$ cat src/rtl/hm_clock_pkg.sv
// Shared types and helpers for the hours:minutes clock controller.
package hm_clock_pkg;

   // Operating mode of the controller, also exported on the mode port.
   typedef enum logic [1:0] {
      RUN   = 2'd0,
      SET_H = 2'd1,
      SET_M = 2'd2
   } mode_e;

   // Last legal BCD value of each field before it wraps back to 00.
   localparam logic [7:0] BCD_H_MAX = 8'h23;
   localparam logic [7:0] BCD_M_MAX = 8'h59;

   // Next BCD value of a two-digit field, wrapping to 00 at max.
   // The result is {tens[2:0], ones[3:0]}, the counter's load format.
   function automatic logic [6:0] bcd_inc(input logic [7:0] value,
                                          input logic [7:0] max);
      logic [6:0] r;
      if (value >= max) begin
         r = 7'h00;
      end else if (value[3:0] >= 4'd9) begin
         r = {value[6:4] + 3'd1, 4'h0};
      end else begin
         r = {value[6:4], value[3:0] + 4'd1};
      end
      return r;
   endfunction

endpackage

$ cat src/rtl/hm_clock_ctrl_btn_repeat.sv
// Increment button front end: rising-edge detection plus hold-to-repeat.
// Emits a registered one-cycle event pulse one cycle after the triggering
// button cycle.
module btn_repeat #(
   parameter int REPEAT_DLY = 25_000_000,
   parameter int REPEAT_PER = 5_000_000
) (
   input  logic clk,
   input  logic rst,
   input  logic btn,
   output logic evt
);

   localparam int CNT_MAX = (REPEAT_DLY > REPEAT_PER) ? REPEAT_DLY : REPEAT_PER;
   localparam int CW      = $clog2(CNT_MAX + 1);

   logic          btn_q;
   logic [CW-1:0] cnt_q;
   logic          rep_q;
   logic          rise;
   logic          fire;
   logic [CW-1:0] target;

   // cnt_q counts cycles the button has been held; the first repeat waits
   // REPEAT_DLY from the press, later ones REPEAT_PER from the previous one.
   always_comb begin
      rise   = btn & ~btn_q;
      target = rep_q ? CW'(REPEAT_PER) : CW'(REPEAT_DLY);
      fire   = btn & (cnt_q == target);
   end

   // Edge register, repeat counter and the registered event pulse.
   always_ff @(posedge clk) begin
      if (rst) begin
         btn_q <= 1'b0;
         cnt_q <= '0;
         rep_q <= 1'b0;
         evt   <= 1'b0;
      end else begin
         btn_q <= btn;
         evt   <= rise | fire;
         if (!btn) begin
            cnt_q <= '0;
            rep_q <= 1'b0;
         end else if (fire) begin
            cnt_q <= CW'(1);
            rep_q <= 1'b1;
         end else begin
            cnt_q <= cnt_q + CW'(1);
         end
      end
   end

endmodule

$ cat src/rtl/hm_clock_ctrl.sv
// Run/set controller for the BCD hours:minutes counter: minute prescaler,
// RUN/SET_H/SET_M mode machine, field load pulses and edit blinking.
module hm_clock_ctrl
   import hm_clock_pkg::*;
#(
   parameter int SEC_PER_MIN = 60,
   parameter int REPEAT_DLY  = 25_000_000,
   parameter int REPEAT_PER  = 5_000_000
) (
   input  logic       clk,
   input  logic       rst,
   input  logic       tick_1s,
   input  logic       btn_mode,
   input  logic       btn_inc,
   input  logic [7:0] QH,
   input  logic [7:0] QM,
   output logic       ce,
   output logic       L,
   output logic       H_M,
   output logic [6:0] DI,
   output logic       blank_h,
   output logic       blank_m,
   output logic [1:0] mode,
   output logic [5:0] sec
);

   localparam logic [5:0] SEC_LAST = 6'(SEC_PER_MIN - 1);

   mode_e      mode_q, mode_d;
   logic [5:0] sec_q, sec_d;
   logic       ce_q, ce_d;
   logic       l_q, l_d;
   logic       hm_q, hm_d;
   logic [6:0] di_q, di_d;
   logic       bh_q, bh_d;
   logic       bm_q, bm_d;
   logic       mode_prev_q;
   logic       mode_evt_q;
   logic       inc_evt;

   btn_repeat #(
      .REPEAT_DLY (REPEAT_DLY),
      .REPEAT_PER (REPEAT_PER)
   ) u_btn_repeat (
      .clk (clk),
      .rst (rst),
      .btn (btn_inc),
      .evt (inc_evt)
   );

   // Mode button edge, registered so it lines up with the inc event pulse.
   always_ff @(posedge clk) begin
      if (rst) begin
         mode_prev_q <= 1'b0;
         mode_evt_q  <= 1'b0;
      end else begin
         mode_prev_q <= btn_mode;
         mode_evt_q  <= btn_mode & ~mode_prev_q;
      end
   end

   // Next-state and next-output logic; a mode event always wins over a
   // same-cycle inc or tick, and an inc during a load pulse is dropped
   // because the counter has not yet taken the previous value.
   always_comb begin
      mode_d = mode_q;
      sec_d  = sec_q;
      ce_d   = 1'b0;
      l_d    = 1'b0;
      di_d   = di_q;
      bh_d   = bh_q;
      bm_d   = bm_q;
      case (mode_q)
         RUN: begin
            bh_d = 1'b0;
            bm_d = 1'b0;
            if (tick_1s) begin
               if (sec_q == SEC_LAST) begin
                  sec_d = 6'd0;
                  ce_d  = 1'b1;
               end else begin
                  sec_d = sec_q + 6'd1;
               end
            end
            if (mode_evt_q) begin
               mode_d = SET_H;
            end
         end
         SET_H: begin
            if (mode_evt_q) begin
               mode_d = SET_M;
               bh_d   = 1'b0;
               bm_d   = 1'b0;
            end else begin
               if (tick_1s) begin
                  bh_d = ~bh_q;
               end
               if (inc_evt && !l_q) begin
                  l_d  = 1'b1;
                  di_d = bcd_inc(QH, BCD_H_MAX);
               end
            end
         end
         SET_M: begin
            if (mode_evt_q) begin
               mode_d = RUN;
               sec_d  = 6'd0;
               bh_d   = 1'b0;
               bm_d   = 1'b0;
            end else begin
               if (tick_1s) begin
                  bm_d = ~bm_q;
               end
               if (inc_evt && !l_q) begin
                  l_d  = 1'b1;
                  di_d = bcd_inc(QM, BCD_M_MAX);
               end
            end
         end
         default: begin
            mode_d = RUN;
         end
      endcase
      hm_d = (mode_d == SET_M);
   end

   // State and output registers; every output comes straight from here.
   always_ff @(posedge clk) begin
      if (rst) begin
         mode_q <= RUN;
         sec_q  <= 6'd0;
         ce_q   <= 1'b0;
         l_q    <= 1'b0;
         hm_q   <= 1'b0;
         di_q   <= 7'h00;
         bh_q   <= 1'b0;
         bm_q   <= 1'b0;
      end else begin
         mode_q <= mode_d;
         sec_q  <= sec_d;
         ce_q   <= ce_d;
         l_q    <= l_d;
         hm_q   <= hm_d;
         di_q   <= di_d;
         bh_q   <= bh_d;
         bm_q   <= bm_d;
      end
   end

   assign mode    = mode_q;
   assign sec     = sec_q;
   assign ce      = ce_q;
   assign L       = l_q;
   assign H_M     = hm_q;
   assign DI      = di_q;
   assign blank_h = bh_q;
   assign blank_m = bm_q;

endmodule

$ cat config.mk
export PLATFORM = sky130hd
export DESIGN_NAME = hm_clock_ctrl
export DESIGN_NICKNAME = d
export VERILOG_FILES = /design/src/rtl/hm_clock_pkg.sv /design/src/rtl/hm_clock_ctrl_btn_repeat.sv /design/src/rtl/hm_clock_ctrl.sv
export SDC_FILE = /design/constraint.sdc
export NUM_CORES = 1
export LEC_CHECK = 0
export CAP_MARGIN = 30
export CELL_PAD_IN_SITES_DETAIL_PLACEMENT = 1
export CELL_PAD_IN_SITES_GLOBAL_PLACEMENT = 1
export CORE_ASPECT_RATIO = 1.1
export CORE_MARGIN = 5
export CORE_UTILIZATION = 41
export DETAILED_ROUTE_END_ITERATION = 10
export GPL_TIMING_DRIVEN = 0
export PLACE_DENSITY = 0.83
export SLEW_MARGIN = 10
export SYNTH_ARGS = -nofsm -noshare
export SYNTH_HDL_FRONTEND = slang
export SYNTH_SLANG_ARGS = --single-unit
export TNS_END_PERCENT = 100
$ cat constraint.sdc
create_clock -name clk -period 2.2 [get_ports clk]
set_input_delay 0.44 -clock clk [delete_from_list [all_inputs] [get_ports clk]]
set_output_delay 0.44 -clock clk [all_outputs]
set_load 0.1 [all_outputs]
==> summary.txt <==
Pwr
  • Worst VDD drop: between 0.3 and 0.4 mV
  • Total power: around 2.1 mW
  • PwrDens: between 600 and 700 nW/um^2
  • Leakage power: 1.31 nW

Synthesis
  • Synth area leaders: dfxtp_1, ha_1, a211oi_1
  • Post-synth cell types: between 50 and 60
  • Post-synthesis sequential area ratio: 0.361
  • Share of the synthesized area in the top cell type: 0.361
  • Post-synthesis mux area share: 0.00406
  • Syn Area/Cell: between 8 and 9 um^2
  • Largest family of logic cells by synthesized area: simple AND/OR/NAND/NOR gates
  • Compound-Gate Fraction of Synth Area: 0.200
  • Adder-cell share of the synthesized area: 0.0767
  • Syn Std Cell Area: 2770 um^2
  • #FFs+latches synth: 50
  • Synthesized Nets: around 350
  • Post-synth EDFFs: 0
  • Ys flop type: dfxtp_1
  • Syn. warnings: 0
  • Synth Instances: between 300 and 400
  • Post-synthesis simple-gate area fraction: 0.270
  • XOR/XNOR Fraction of Synth Area: 0.0474
  • Synth area leader: dfxtp_1
  • Async S/R FF share, synth: 0

Cells and area
  • Most frequent cells in the layout: dfxtp_1, clkdlybuf4s50_1, dlygate4sd2_1
  • Fill cells: ~770
  • Layout cells sized above 1: 0.116
  • # diodes: 0
  • Commonest non-fill, non-tap cell in the layout: dfxtp_1
  • Area delta synth->final: 24.4%
  • Final #Nets: about 400
  • Post-route cell area: ~3400 um^2

Floorplan
  • Initial Util: 0.420
  • Die Wd: just under 90 um
  • Num rows: 31
  • Total core area: 6590 um^2
  • Die area: ~8500 um^2
  • IO Pins: 41
  • Die Ht: 96.2 um

Clock tree
  • Number of clock sinks: 50
  • Depth of the CTS H-tree: 2
  • Hold Buf Count CTS: 0
  • Post-CTS setup buffers: 0
  • CTS buffer count: 5
  • Worst-skew pair later-pin latency: roughly 0.31 ns
  • Clock tree buffer depth: 2
  • Clock slew at the register clock pins of the worst setup and hold paths: approximately 0.1 ns
  • CTS root buf: clkbuf_8
  • CTS tree: done

Route
  • Antenna Nets Post-Route: 0
  • Routed len/inst: between 15 and 20 um
  • Starting DRC count in detailed routing: 54
  • Post-route DRC: 0
  • Vias post-DR: 2553
  • First-pass DRT Iterations: 4
  • Final wirelength: between 7000 and 8000 um
  • Via-per-instance ratio: around 5.8

Critical path
  • R2R Path Start: u_btn_repeat.cnt_q[13]
  • Critical Path Stages: 1
  • Worst reg2reg path depth: 4
  • Worst path buffer plus inverter count: 1
  • CP max stage delay: between 0.8 and 0.9 ns
  • Setup crit start: sec[3]
  • RR Endpoint: u_btn_repeat.cnt_q[24]
  • Critical path cell sequence: dlygate4sd2_1
  • R2r setup slk: between 0.1 and 0.15 ns
  • Worst setup path end: sec[3]
  • Delay-heaviest family, CP: buffers and inverters
  • Worst Setup Start Kind: register
  • Crit path max-delay cell type: dlygate4sd2_1
  • Kind of critical path: register to output pin
  • CP endpoint kind: output pin
  • Largest fanout on the critical path: 7
  • Critical Path AT: around 1.7 ns
  • Worst endpoint required time: 1.76 ns

Timing
  • Minimum clock period after layout: ~2.1 ns
  • Final hold vios: 0
  • Worst Slack Setup Final: around 0.11 ns
  • Clock skew: between 0.006 and 0.007 ns
  • Hold Slack: 0.390 ns
  • TNS Setup: 0 ns
  • Final setup violation count: 0
  • Pins Over Slew Limit: 0
  • Max transition margin: 0.346
  • Maximum clock frequency: 479 MHz
  • Crit share post-route: 0.949
  • Worst-margin pin slew: between 0.9 and 1 ns
  • Unrepaired setup endpoints after global routing: false

Global route
  • Pin count of the biggest net entering global routing: 16
  • Global route total overflow: 0
  • Initial antenna violation count: 0
  • Overall routing resource usage: 0.185
  • Vias in the first global route: about 2.6k
  • First-pass GRT wire length: 12400 um

Flow run
  • Maxcap violations: 0

Placed design
  • Post-placement cell area: 3290 um^2
  • HPWL after detailed placement: between 5000 and 6000 um
  • IO Port Bufs: 40
  • Setup WS pre-CTS: -0.485 ns
  • Gpl congestion: around 0.8

Run status
  • Outcome: completed

Min path
  • Hold Startpoint: mode_prev_q
  • Worst Hold Class: register to register
-- registers in the layout, summed over array words and instances (netlist names), 2 cells and up --
signal and flops:
mode 2, DI 7, u_btn_repeat.cnt_q 25, sec 6
-- how the worst min path moves through the flow --
| stage | endpoint | slack, ns | depth (start not counted) |
|---|---|---|---|
| 2_1_floorplan | mode_evt_q | 0.37 | 1 |
| 3_3_place_gp | mode_evt_q | 0.37 | 1 |
| 3_5_place_dp | mode_evt_q | 0.38 | 1 |
| 4_1_cts | mode_evt_q | 0.39 | 1 |
| 5_1_grt | mode_evt_q | 0.42 | 1 |
| 6_report | mode_evt_q | 0.39 | 1 |
-- synth_stat cells, drive strengths merged (3+ instances only) --
cell type  count
xor2           9
or4            7
nand4          9
nor2          18
clkbuf        10
inv           16
a41oi          3
dfxtp         50
a211oi        18
a311oi         3
o21ai         15
ha            17
nand2b         3
buf            3
a21oi          8
nor2b          8
or3b           3
nand3         17
and3           6
xnor2          6
a32oi          4
o21a           3
nor3          19
nand2         11
or3            9
-- per-stage QoR --
step,utilization,instances
2_1_floorplan,-,314
3_3_place_gp,0.498,436
3_5_place_dp,0.498,436
4_1_cts,0.520,444
5_1_grt,0.523,443
6_report,0.523,443
-- logic make-up after synthesis --
kind of cell / Yosys count
buffers and inverters: 29
multiplexers: 1
adder cells (fa/ha/maj): 17
AND/OR/NAND/NOR: 126
AO/OA/AOI/OAI: 76
XOR/XNOR: 15
flip-flops: 50
-- per-layer routing --
| layer | vias to the layer above | share of wire | global-route usage |
|---|---|---|---|
| met5 | - | 0 | 0 |
| met4 | 0 | 0.017 | 0.0579 |
| met1 | 1233 | 0.42 | 0.209 |
| met2 | 42 | 0.52 | 0.348 |
| met3 | 12 | 0.036 | 0.0308 |
| li1 | 1266 | - | - |
-- area by class of cell --
class	count	area, um^2	share of cell area
Multi-Input combinational cell	235	1700	0.494
Sequential cell	50	1010	0.293
Timing Repair Buffer	40	379	0.110
Tap cell	82	103	0.0298
Clock buffer	6	82.6	0.0240
Clock inverter	2	60.1	0.0174
Inverter	16	60.1	0.0174
Buffer	12	51.3	0.0149
-- power by group --
group / switching (mW) / leakage (nW) / total (mW) / internal (mW)
Clock: 0.319 / 0.0714 / 0.805 / 0.485
Combinational: 0.212 / 0.834 / 0.324 / 0.112
Sequential: 0.0189 / 0.407 / 0.942 / 0.924
Total: 0.550 / 1.31 / 2.07 / 1.52
-- timing repair --
action                                  CTS  global route
endpoints found under the setup margin   27            16
pin swaps                                 1             1
gates resized for setup                  24             8
Note: power is estimated with default switching activity, not from simulation.
